## config.mk

```make
export PLATFORM = sky130hd
export DESIGN_NAME = div_shift_sub_flat
export DESIGN_NICKNAME = d
export VERILOG_FILES = /design/src/rtl/calc_pkg.sv /design/src/rtl/div_shift_sub_if.sv /design/src/rtl/control_div.sv /design/src/rtl/div_shift_sub.sv /design/src/flat_wrapper.sv
export SDC_FILE = /design/constraint.sdc
export NUM_CORES = 1
export LEC_CHECK = 0
export ABC_CLOCK_PERIOD_IN_PS = 2700
export BUFFER_PORTS_ARGS = -buffer_cell sky130_fd_sc_hd__buf_2
export CAP_MARGIN = 20
export CELL_PAD_IN_SITES_DETAIL_PLACEMENT = 0
export CELL_PAD_IN_SITES_GLOBAL_PLACEMENT = 1
export CORE_MARGIN = 4
export CORE_UTILIZATION = 43
export CTS_CLUSTER_DIAMETER = 100
export DETAILED_ROUTE_END_ITERATION = 8
export MAX_ROUTING_LAYER = met4
export PLACE_DENSITY_LB_ADDON = 0.1
export SLEW_MARGIN = 20
export SYNTH_ARGS = -nofsm -noshare
export SYNTH_HDL_FRONTEND = slang
export SYNTH_SLANG_ARGS = --single-unit
```

## constraint.sdc

```tcl
create_clock -name clk -period 2.7 [get_ports clk]
set_input_delay 0.54 -clock clk [delete_from_list [all_inputs] [get_ports clk]]
set_output_delay 0.54 -clock clk [all_outputs]
set_load 0.05 [all_outputs]
```

## src/rtl/calc_pkg.sv

```systemverilog
// Shared calculator constants: FSM state codes and default sizing
// for the sequential multiplier and divider control units.
package calc_pkg;

    localparam logic [2:0] START = 3'b000;
    localparam logic [2:0] SHIFT = 3'b001;
    localparam logic [2:0] CHECK = 3'b010;
    localparam logic [2:0] FIN   = 3'b100;

    localparam int DEF_WIDTH     = 8;
    localparam int DEF_DONE_HOLD = 31;

endpackage

```

## src/rtl/div_shift_sub_if.sv

```systemverilog
// Operand/result bundle between the calculator top and the divider.
// master drives init and operands, slave returns the result.
interface div_shift_sub_if
    import calc_pkg::*;
#(
    parameter int WIDTH = DEF_WIDTH
);
    logic             init;
    logic [WIDTH-1:0] dividend;
    logic [WIDTH-1:0] divisor;
    logic [WIDTH-1:0] quotient;
    logic [WIDTH-1:0] remainder;
    logic             done;
    logic             div_by_zero;

    modport master (
        output init, dividend, divisor,
        input  quotient, remainder, done, div_by_zero
    );

    modport slave (
        input  init, dividend, divisor,
        output quotient, remainder, done, div_by_zero
    );
endinterface

```

## src/rtl/control_div.sv

```systemverilog
// Divider control: START/SHIFT/CHECK/FIN sequencer with the
// bit counter and the done-hold counter.
module control_div
    import calc_pkg::*;
#(
    parameter int WIDTH     = DEF_WIDTH,
    parameter int DONE_HOLD = DEF_DONE_HOLD
) (
    input  logic clk,
    input  logic rst,
    input  logic init,
    input  logic b_zero,
    input  logic r_ge_b,
    output logic load,
    output logic shift,
    output logic sub,
    output logic finish,
    output logic done
);
    localparam int CW = $clog2(WIDTH + 1);
    localparam int HW = $clog2(DONE_HOLD + 1);

    logic [2:0]    state_q, state_d;
    logic [CW-1:0] cnt_q, cnt_d;
    logic [HW-1:0] hold_q, hold_d;
    logic          cnt_zero;

    assign cnt_zero = (cnt_q == '0);

    // State and counter registers with synchronous reset
    always_ff @(posedge clk) begin
        if (rst) begin
            state_q <= START;
            cnt_q   <= '0;
            hold_q  <= '0;
        end else begin
            state_q <= state_d;
            cnt_q   <= cnt_d;
            hold_q  <= hold_d;
        end
    end

    // Next state and counter updates; unknown codes fall back to START
    always_comb begin
        state_d = state_q;
        cnt_d   = cnt_q;
        hold_d  = hold_q;
        case (state_q)
            START: begin
                if (init) begin
                    cnt_d   = CW'(WIDTH);
                    hold_d  = '0;
                    state_d = b_zero ? FIN : SHIFT;
                end
            end
            SHIFT: begin
                cnt_d   = cnt_q - 1'b1;
                state_d = CHECK;
            end
            CHECK: begin
                if (cnt_zero) begin
                    hold_d  = '0;
                    state_d = FIN;
                end else begin
                    state_d = SHIFT;
                end
            end
            FIN: begin
                if (hold_q == HW'(DONE_HOLD)) begin
                    state_d = START;
                end else begin
                    hold_d = hold_q + 1'b1;
                end
            end
            default: state_d = START;
        endcase
    end

    // Datapath strobes decoded from the current state (Moore done)
    always_comb begin
        load   = 1'b0;
        shift  = 1'b0;
        sub    = 1'b0;
        finish = 1'b0;
        done   = 1'b0;
        case (state_q)
            START: load = init;
            SHIFT: shift = 1'b1;
            CHECK: begin
                sub    = r_ge_b;
                finish = cnt_zero;
            end
            FIN:   done = 1'b1;
            default: ;
        endcase
    end
endmodule

```

## src/rtl/div_shift_sub.sv

```systemverilog
// Sequential unsigned restoring divider: one shift and one
// compare/subtract cycle per quotient bit.
module div_shift_sub
    import calc_pkg::*;
#(
    parameter int WIDTH     = DEF_WIDTH,
    parameter int DONE_HOLD = DEF_DONE_HOLD
) (
    input logic           clk,
    input logic           rst,
    div_shift_sub_if.slave bus
);
    logic [WIDTH:0]   r_q, r_d;
    logic [WIDTH-1:0] q_q, q_d;
    logic [WIDTH-1:0] b_q, b_d;
    logic [WIDTH-1:0] quot_q, quot_d;
    logic [WIDTH-1:0] rem_q, rem_d;
    logic             dbz_q, dbz_d;

    logic load, shift, sub, finish, done;
    logic b_zero, r_ge_b;

    assign b_zero = (bus.divisor == '0);
    assign r_ge_b = (r_q >= {1'b0, b_q});

    control_div #(
        .WIDTH     (WIDTH),
        .DONE_HOLD (DONE_HOLD)
    ) u_ctrl (
        .clk    (clk),
        .rst    (rst),
        .init   (bus.init),
        .b_zero (b_zero),
        .r_ge_b (r_ge_b),
        .load   (load),
        .shift  (shift),
        .sub    (sub),
        .finish (finish),
        .done   (done)
    );

    // Datapath registers with synchronous reset
    always_ff @(posedge clk) begin
        if (rst) begin
            r_q    <= '0;
            q_q    <= '0;
            b_q    <= '0;
            quot_q <= '0;
            rem_q  <= '0;
            dbz_q  <= 1'b0;
        end else begin
            r_q    <= r_d;
            q_q    <= q_d;
            b_q    <= b_d;
            quot_q <= quot_d;
            rem_q  <= rem_d;
            dbz_q  <= dbz_d;
        end
    end

    // Load, shift, restore-compare and result capture on FIN entry
    always_comb begin
        r_d    = r_q;
        q_d    = q_q;
        b_d    = b_q;
        quot_d = quot_q;
        rem_d  = rem_q;
        dbz_d  = dbz_q;
        if (load) begin
            q_d   = bus.dividend;
            b_d   = bus.divisor;
            r_d   = '0;
            dbz_d = b_zero;
            if (b_zero) begin
                quot_d = '1;
                rem_d  = bus.dividend;
            end
        end
        if (shift) begin
            r_d = {r_q[WIDTH-1:0], q_q[WIDTH-1]};
            q_d = {q_q[WIDTH-2:0], 1'b0};
        end
        if (sub) begin
            r_d = r_q - {1'b0, b_q};
            q_d = {q_q[WIDTH-1:1], 1'b1};
        end
        if (finish) begin
            quot_d = q_d;
            rem_d  = r_d[WIDTH-1:0];
        end
    end

    assign bus.quotient    = quot_q;
    assign bus.remainder   = rem_q;
    assign bus.done        = done;
    assign bus.div_by_zero = dbz_q;
endmodule

```

## src/flat_wrapper.sv

```systemverilog
// flat-port wrapper written by rule: the top's interface ports become plain ports
module div_shift_sub_flat import calc_pkg::*;
#(
    parameter int WIDTH     = DEF_WIDTH,
    parameter int DONE_HOLD = DEF_DONE_HOLD
)
  (clk, rst, bus_init, bus_dividend, bus_divisor, bus_quotient, bus_remainder, bus_done, bus_div_by_zero);
  div_shift_sub_if #(.WIDTH(WIDTH)) bus_i ();
  input logic clk;
  input logic rst;
  input wire logic [$bits(bus_i.init)-1:0] bus_init;
  input wire logic [$bits(bus_i.dividend)-1:0] bus_dividend;
  input wire logic [$bits(bus_i.divisor)-1:0] bus_divisor;
  output wire logic [$bits(bus_i.quotient)-1:0] bus_quotient;
  output wire logic [$bits(bus_i.remainder)-1:0] bus_remainder;
  output wire logic [$bits(bus_i.done)-1:0] bus_done;
  output wire logic [$bits(bus_i.div_by_zero)-1:0] bus_div_by_zero;
  assign bus_i.init = bus_init;
  assign bus_i.dividend = bus_dividend;
  assign bus_i.divisor = bus_divisor;
  assign bus_quotient = bus_i.quotient;
  assign bus_remainder = bus_i.remainder;
  assign bus_done = bus_i.done;
  assign bus_div_by_zero = bus_i.div_by_zero;
  div_shift_sub #(.WIDTH(WIDTH), .DONE_HOLD(DONE_HOLD)) u_core (.clk(clk), .rst(rst), .bus(bus_i));
endmodule
```

==> impl_metrics.toml, run 1 <==
[run_status]
outcome = "finished, final reports clean"

[placed_design]
dp_slack_ns = 0.439
dp_hpwl_um = 4660
dp.cells = 418
io_buffers = 36
gp_congestion = 0.864

[detailed_routing]
drtIter0Drc = 90
totalWireLength_um = 6230
routedWlPerCell_um = 14.6
route.detailed.drc = 0
via_per_inst = 5.21
num_vias = 2220
dr.pass1.iters = 4
antenna_left = 0

[setup_path]
worstSetupEndpointType = "flop"
start_kind = "flop"
crit_chain = "inv_1 > ha_1 > nand2b_1 > a21oi_2 > o211ai_2 > a31oi_4 > mux2_2 > a211oi_1"
worst_path_dominant_cell_family = "compound AO/OA/AOI/OAI gates"
critPathMaxFanout = 11
critical_path_class = "reg -> reg"
cp.required_ns = 2.92
cp_slowest_stage_delay_ns = 0.42
critPathBufInv = 1
arrival_ns = 2.50
cp_slowest_cell = "a31oi_4"

[global_routing]
grt_max_degree = 37
grt_overflow = 0
grt_pass1_wl_um = 10400
gr-usage-all-layers = 0.180
antenna_found_initial = 0
grt_pass1_vias = 2142

[sta]
hold_slack_ns = 0.462
period_share = 0.844
min_period_ns = 2.28
rsz0062_at_grt = "no"
fin_skew_ns = 0.00329
setup_tns_ns = 0
clock.fmax_mhz = 439
setup_slack_ns = 0.422
worst_pin_slew_ns = 0.662
relSlewSlack = 0.559
slew_viol_final = 0
setup_viol = 0
hold_viol_final = 0

[clock_network]
post_cts_buffers = 0
cts.sinks = 54
cts_hold_buf = 0
clkTransAtPathRegs_ns = 0.09
clk_latency_ns = 0.30
numCtsBuffers = 5
cts.htree.levels = 2
cts_tree = "done"
cts_resized = 0
root_buffer = "clkbuf_8"
cts_buffer_depth = 2

[layout]
layout_common_cells = "dfxtp_1 (54), nor2_1 (47), nand2_1 (37), buf_2 (36), a21oi_1 (20)"
layout-drive-gt1-share = 0.179
syn_to_final_growth_pct = 13.6
post-route-util = 0.509
layout.cells.non_filler = 426
n_antenna_cell = 0
final_common_cell = "dfxtp_1"
fin_nets = 382

[power]
ir_worst_vdd_uv = 287
p_leak_nw = 1.24
p_per_area_mw_per_mm2 = 606

[worst_hold_path]
hold_class = "reg -> reg"

[logic_synthesis]
ys_ff_latch = 54
seq_area_frac_synth = 0.405
yosysWarnings = 0
synth_flop_cell = "dfxtp_1"
postSynthAreaPerCell_um2 = 8.44
syn_nets = 348
syn_area_mm2 = 0.00267
synth.distinct_cells = 47
synthCells = 316
synth_edf_count = 0
synthArstFlopShare = 0

[die]
initial_core_util = 0.448
core.rowCount = 28
die_y_um = 86.8
core_mm2 = 0.00596
ios = 37
dieArea_mm2 = 0.00753
die_w_um = 86.8

[flow_run]
max_cap_viol_count = 0
-- Yosys cell counts (2+ instances only) --
master | count | share of area
dfxtp_1 | 54 | 0.41
nor2_1 | 47 | 0.066
nand2_1 | 37 | 0.052
a21oi_1 | 20 | 0.038
a211oi_1 | 17 | 0.048
inv_1 | 15 | 0.021
ha_1 | 12 | 0.056
o21ai_0 | 11 | 0.021
clkbuf_1 | 9 | 0.013
mux2i_1 | 7 | 0.026
a22oi_1 | 6 | 0.017
buf_2 | 6 | 0.011
nand2b_1 | 6 | 0.014
o22a_1 | 6 | 0.020
nor2b_1 | 5 | 0.012
nand3_1 | 4 | 0.0075
o22ai_1 | 4 | 0.0094
xnor2_1 | 4 | 0.013
xor2_1 | 4 | 0.013
a21oi_2 | 3 | 0.0099
and3_1 | 3 | 0.0070
nor4_1 | 3 | 0.0070
a22o_1 | 2 | 0.0066
a311oi_1 | 2 | 0.0066
a31oi_1 | 2 | 0.0047
and2_1 | 2 | 0.0047
mux2_4 | 2 | 0.011
nand4_1 | 2 | 0.0047
nor3_1 | 2 | 0.0038
nor3b_1 | 2 | 0.0056
-- logic make-up after synthesis --
group / Yosys count / synth area share
flip-flops: 54 / 0.405
AND/OR/NAND/NOR: 120 / 0.206
XOR/XNOR: 8 / 0.0263
adder cells (fa/ha/maj): 13 / 0.0638
multiplexers: 10 / 0.0417
AO/OA/AOI/OAI: 79 / 0.205
buffers and inverters: 32 / 0.0521
-- tightest hold or removal path, stage by stage (launching register included) --
cell and delay, ns:
dfxtp_1 0.32, nand2_1 0.05, a21oi_1 0.05
-- path summary, 6_finish.rpt --
check / cells past startpoint / endpoint / start / slack (ns)
setup / recovery: 8 / u_core.bus.remainder[6]$_SDFFE_PP0P_ / u_core.b_q[1]$_SDFFE_PP0P_ / 0.42
hold / removal: 2 / u_core.b_q[4]$_SDFFE_PP0P_ / u_core.b_q[4]$_SDFFE_PP0P_ / 0.46
setup reg to reg: 8 / u_core.bus.remainder[6]$_SDFFE_PP0P_ / u_core.b_q[1]$_SDFFE_PP0P_ / 0.42
hold reg to reg: 2 / u_core.b_q[4]$_SDFFE_PP0P_ / u_core.b_q[4]$_SDFFE_PP0P_ / 0.46
-- cell type report --
class | instances | area, um2
multi-input cells | 230 | 1450
inverters | 15 | 56.3
well taps | 75 | 93.8
clock buffers | 6 | 72.6
clock inverters | 2 | 37.5
flip-flops and latches | 54 | 1080
fillers | 614 | 2930
repair buffers | 44 | 240
-- stage by stage --
stage          cell area (um2)  power (W)
2_1_floorplan             2670    0.00121
3_3_place_gp              2920    0.00132
3_5_place_dp              2920    0.00132
4_1_cts                   3030    0.00186
5_1_grt                   3030    0.00196
6_report                  3030    0.00184
-- flip-flops by register name (all words and copies together), names as in the netlist --
register,count
u_core.b_q,8
u_core.bus.div_by_zero,1
u_core.bus.quotient,8
u_core.bus.remainder,8
u_core.q_q,8
u_core.r_q,9
u_core.u_ctrl.cnt_q,4
u_core.u_ctrl.hold_q,5
u_core.u_ctrl.state_q,3
-- where the power goes --
part / internal (W) / total [W] / switching, W / leakage, nW
Sequential: 0.000846 / 0.000879 / 0.0000327 / 0.440
Clock: 0.000277 / 0.000537 / 0.000260 / 0.0514
Combinational: 0.000158 / 0.000419 / 0.000262 / 0.745
-- metal layers --
metal	track usage	vias up	part of all wire
met3	0.0304	6	0.029
met4	0.0425	0	0.0095
met2	0.281	29	0.47
li1	-	1171	-
met1	0.244	1014	0.49
met5	-	-	0
Power figures use the tool's default switching activity.
==> run 2, diff against run 1 <==
- ABC_CLOCK_PERIOD_IN_PS: 2700 -> 2100
- clock period: 2.7 -> 2.1 ns (I/O delays scaled with it)
==> run 2 against run 1 <==
Against the previous run:
- critical path type unchanged
- maximum frequency is 13% higher
- core utilization increased by 3.8 points
- critical path depth unchanged
- total power increased by 30%
- sequential share of layout area fell by 2.3 points
- clock power rose by 18%
- non-clock buffer count grew 12
- worst setup slack got worse by 0.34 ns
- flip-flop and latch count unchanged
- clock skew increased by 0.0054 ns
- highest routed layer unchanged
- critical endpoint is now u_core.bus.remainder[1]$_SDFFE_PP0P_
- global-route usage rose by 1.1 points
==> impl_metrics.toml, run 2 (synthesized netlist as in run 1, its figures left out) <==
[sta]
setup_tns_ns = 0
min_period_ns = 2.02
hold_viol_final = 0
slew_viol_final = 0
relSlewSlack = 0.631
setup_viol = 0
clock.fmax_mhz = 495
worst_pin_slew_ns = 0.554
period_share = 0.961
rsz0062_at_grt = "yes"
fin_skew_ns = 0.00872

[die]
dieArea_mm2 = 0.00753
initial_core_util = 0.448
core_mm2 = 0.00596
die_y_um = 86.8
core.rowCount = 28
die_w_um = 86.8
ios = 37

[setup_path]
worstSetupStartpoint = "u_core.r_q[1]$_SDFF_PP0_"
reg2reg_from = "u_core.r_q[1]$_SDFF_PP0_"
endpoint = "u_core.bus.remainder[1]$_SDFFE_PP0P_"
cp_slowest_cell = "dfxtp_1"
worst_path_dominant_cell_family = "compound AO/OA/AOI/OAI gates"
cp_slowest_stage_delay_ns = 0.39
arrival_ns = 2.26
critical_path_class = "reg -> reg"
regToRegSetupSlack_ns = 0.08
crit_chain = "ha_4 > nand2b_4 > a21oi_2 > o211ai_2 > a31oi_4 > buf_12 > mux2_4 > o22ai_1"
cp.required_ns = 2.34
crit_cells = 8
r2r-end = "u_core.bus.remainder[1]$_SDFFE_PP0P_"
start_kind = "flop"
critPathMaxFanout = 6
worstSetupEndpointType = "flop"
critPathBufInv = 1
rr_worst_depth = 8

[detailed_routing]
antenna_left = 0
via_per_inst = 5.43
route.detailed.drc = 0
totalWireLength_um = 6620
dr.pass1.iters = 4
routedWlPerCell_um = 15.1
drtIter0Drc = 106
num_vias = 2379

[placed_design]
gp_congestion = 0.798
io_buffers = 36
dp.cells = 427
dp_hpwl_um = 4880
dpl-instance-area_mm2 = 0.00300

[power]
p_per_area_mw_per_mm2 = 734
p_leak_nw = 1.32
finalPower_w = 0.00239
ir_worst_vdd_uv = 433

[layout]
syn_to_final_growth_pct = 22.0
final_common_cell = "dfxtp_1"
layout-drive-gt1-share = 0.256
largest_register = "u_core.r_q"
fin_nets = 394
layout.cells.non_filler = 438
final_area_mm2 = 0.00326
layout_common_cells = "dfxtp_1 (50), nor2_1 (47), nand2_1 (37), buf_2 (36)"
n_antenna_cell = 0
largest_register_ffs = 9

[global_routing]
antenna_found_initial = 0
gr-usage-all-layers = 0.191
grt_overflow = 0
grt_max_degree = 30
grt_pass1_vias = 2381
grt_pass1_wl_um = 11100

[clock_network]
numCtsBuffers = 5
cts_buffer_depth = 2
cts.sinks = 54
root_buffer = "clkbuf_8"
cts.htree.levels = 2
clk_latency_ns = 0.31
cts_tree = "done"
clkTransAtPathRegs_ns = 0.10

[worst_hold_path]
hold_class = "in -> reg"

[run_status]
outcome = "finished, final reports clean"

[flow_run]
max_cap_viol_count = 0
## run 2: timing repair
item / 4_1_cts / 5_1_grt
hold buffers: 0 / 0
resized for setup: 1 / 21
buffers inserted: 0 / 3
setup endpoints to repair: 4 / 14
pin swaps: 1 / 7
## run 2: how the worst min path moves through the flow
| stage | from | end | slack, ns | depth (start not counted) |
|---|---|---|---|---|
| 3_5_place_dp | u_core.b_q[6]$_SDFFE_PP0P_ | u_core.b_q[6]$_SDFFE_PP0P_ | 0.45 | 2 |
| 5_1_grt | bus_divisor[7] | u_core.b_q[7]$_SDFFE_PP0P_ | 0.34 | 3 |
| 3_3_place_gp | u_core.b_q[6]$_SDFFE_PP0P_ | u_core.b_q[6]$_SDFFE_PP0P_ | 0.44 | 2 |
| 4_1_cts | bus_divisor[7] | u_core.b_q[7]$_SDFFE_PP0P_ | 0.34 | 3 |
| 6_report | bus_divisor[7] | u_core.b_q[7]$_SDFFE_PP0P_ | 0.35 | 3 |
| 2_1_floorplan | u_core.b_q[2]$_SDFFE_PP0P_ | u_core.b_q[2]$_SDFFE_PP0P_ | 0.44 | 2 |
## run 2: layout make-up
class | instances | area, um2
sequential | 54 | 1090
timing repair buffer | 56 | 343
clock inverter | 2 | 16.3
inverter | 15 | 56.3
clock buffer | 6 | 82.6
tap | 75 | 93.8
multi-input combinational | 230 | 1580
fill | 598 | 2700
## run 2: where the power goes
part	switching [W]	total, W	leakage [nW]	internal [W]
clock network	0.000361	0.000634	0.0478	0.000272
logic	0.000364	0.000625	0.828	0.000261
registers	0.0000428	0.00113	0.441	0.00109
total	0.000768	0.00239	1.32	0.00162
## run 2: layer usage
| layer | share of wire | GRT usage | up-vias |
|---|---|---|---|
| met1 | 0.47 | 0.244 | 1124 |
| met4 | 0.025 | 0.0779 | 0 |
| met5 | 0 | - | - |
| li1 | - | - | 1194 |
| met3 | 0.035 | 0.0238 | 15 |
| met2 | 0.47 | 0.307 | 46 |
## run 2: worst register-to-register path, cell delays in order (launching register included)
cell and delay [ns]:
dfxtp_1 0.39, ha_4 0.31, nand2b_4 0.06, a21oi_2 0.16, o211ai_2 0.11, a31oi_4 0.28
buf_12 0.16, mux2_4 0.31, o22ai_1 0.16
## run 2: stage by stage
stage / hold WS [ns] / worst slack, ns / util
finish: 0.347 / 0.0809 / 0.547
global route: 0.335 / -0.00659 / 0.547
CTS: 0.344 / 0.00982 / 0.521
detailed placement: 0.453 / -0.0604 / 0.504
global placement: 0.443 / 0.0464 / 0.504
floorplan: 0.436 / 0.105 / -
==> run 3, diff against run 2 <==
- RECOVER_POWER: default -> 25
==> run 3 against run 2 <==
Against the previous run:
- flip-flop and latch count did not move
- first-iteration DRC count increased by 14%
- critical endpoint unchanged
- clock skew about the same
- largest cell class unchanged
- hold slack about the same
==> impl_metrics.toml, run 3 (synthesized netlist as in run 1, its figures left out) <==
[run_status]
outcome = "finished, final reports clean"

[sta]
rsz0062_at_grt = "yes"
min_period_ns = 2.02
slew_viol_final = 0
fin_skew_ns = 0.00871
worst_pin_slew_ns = 0.602
hold_viol_final = 0
setup_slack_ns = 0.0796
relSlewSlack = 0.601
period_share = 0.962
setup_tns_ns = 0
setup_viol = 0
clock.fmax_mhz = 495

[die]
dieArea_mm2 = 0.00753
ios = 37
core_mm2 = 0.00596
die_w_um = 86.8
initial_core_util = 0.448
die_y_um = 86.8
core.rowCount = 28

[clock_network]
cts_hold_buf = 0
clkTransAtPathRegs_ns = 0.10
cts.sinks = 54
root_buffer = "clkbuf_8"
cts_tree = "done"
cts.htree.levels = 2
cts_buffer_depth = 2
numCtsBuffers = 5
clk_latency_ns = 0.31

[global_routing]
grt_pass1_wl_um = 11100
antenna_found_initial = 0
grt_overflow = 0
grt_max_degree = 30
gr-usage-all-layers = 0.191
grt_pass1_vias = 2381

[detailed_routing]
routedWlPerCell_um = 15.2
antenna_left = 0
via_per_inst = 5.42
totalWireLength_um = 6640
dr.pass1.iters = 4
num_vias = 2375
route.detailed.drc = 0
drtIter0Drc = 121

[flow_run]
max_cap_viol_count = 0

[layout]
syn_to_final_growth_pct = 21.2
largest_register = "u_core.r_q"
post-route-util = 0.543
largest_register_ffs = 9
final_common_cell = "dfxtp_1"
fin_nets = 394
layout-drive-gt1-share = 0.212
fillers = 607
n_antenna_cell = 0
layout_common_cells = "dfxtp_1 (50), nor2_1 (47), nand2_1 (37), buf_2 (21), a21oi_1 (19)"

[power]
pwr-share-comb = 0.260
switching_share = 0.322
p_leak_nw = 1.25
p_per_area_mw_per_mm2 = 738
p_switching_w = 0.000769
internal_power_w = 0.00162
pwr-share-seq = 0.475
pwr-share-clk = 0.266
ir_worst_vdd_uv = 432

[setup_path]
worstSetupStartpoint = "u_core.r_q[1]$_SDFF_PP0_"
critical_path_class = "reg -> reg"
cp.required_ns = 2.34
rr_worst_depth = 8
start_kind = "flop"
arrival_ns = 2.26
worstSetupEndpointType = "flop"
critPathMaxFanout = 6
reg2reg_from = "u_core.r_q[1]$_SDFF_PP0_"

[placed_design]
io_buffers = 36
dp_hpwl_um = 4880
gp_congestion = 0.798
dp_slack_ns = -0.0604

[worst_hold_path]
min_from = "bus_divisor[7]"
holdPathStages = 3
hold_class = "in -> reg"
run 3: power groups by stage:
stage / Clock, W / Combinational, W / Sequential (W)
floorplan: 0 / 0.000369 / 0.00119
global placement: 0 / 0.000564 / 0.00115
detailed placement: 0 / 0.000569 / 0.00115
CTS: 0.000658 / 0.000573 / 0.00113
global route: 0.000698 / 0.000694 / 0.00114
finish: 0.000634 / 0.000620 / 0.00113
run 3: final timing paths:
| path | endpoint | slack (ns) |
|---|---|---|
| max | u_core.bus.remainder[1]$_SDFFE_PP0P_ | 0.08 |
| min | u_core.b_q[7]$_SDFFE_PP0P_ | 0.35 |
| max reg2reg | u_core.bus.remainder[1]$_SDFFE_PP0P_ | 0.08 |
| min reg2reg | u_core.b_q[2]$_SDFFE_PP0P_ | 0.46 |
run 3: cell type report:
cell class / count / area [um2] / area share
flip-flops and latches: 54 / 1090 / 0.336
clock inverters: 2 / 16.3 / 0.00503
repair buffers: 56 / 320 / 0.0991
inverters: 15 / 56.3 / 0.0174
well taps: 75 / 93.8 / 0.0290
clock buffers: 6 / 82.6 / 0.0255
multi-input cells: 230 / 1580 / 0.488
run 3: timing repair:
item	in CTS	in global routing
gates resized for setup	1	21
cloned	0	0
buffers inserted	0	3
pin swaps	1	7
endpoints found under the setup margin	4	14
run 3: metrics by stage:
step | instance area [um2] | cells | power [W] | hold WS, ns
after floorplan | 2670 | 316 | 0.00156 | 0.436
after global placement | 3000 | 427 | 0.00172 | 0.443
after detailed placement | 3000 | 427 | 0.00172 | 0.453
after CTS | 3100 | 435 | 0.00236 | 0.344
after global routing | 3230 | 438 | 0.00253 | 0.335
final | 3230 | 438 | 0.00239 | 0.347
run 3: worst max-delay path, stage by stage (launching register included):
cell and delay [ns]:
dfxtp_1 0.39, ha_4 0.31, nand2b_4 0.06, a21oi_2 0.16
o211ai_2 0.11, a31oi_4 0.28, buf_12 0.16, mux2_4 0.31
o22ai_1 0.16
run 3: routing by layer:
layer / vias up / GRT usage / wire, um
li1: 1196 / - / -
met1: 1114 / 0.244 / 3110
met2: 50 / 0.307 / 3110
met3: 15 / 0.0238 / 251
met4: 0 / 0.0779 / 162
met5: - / - / 0
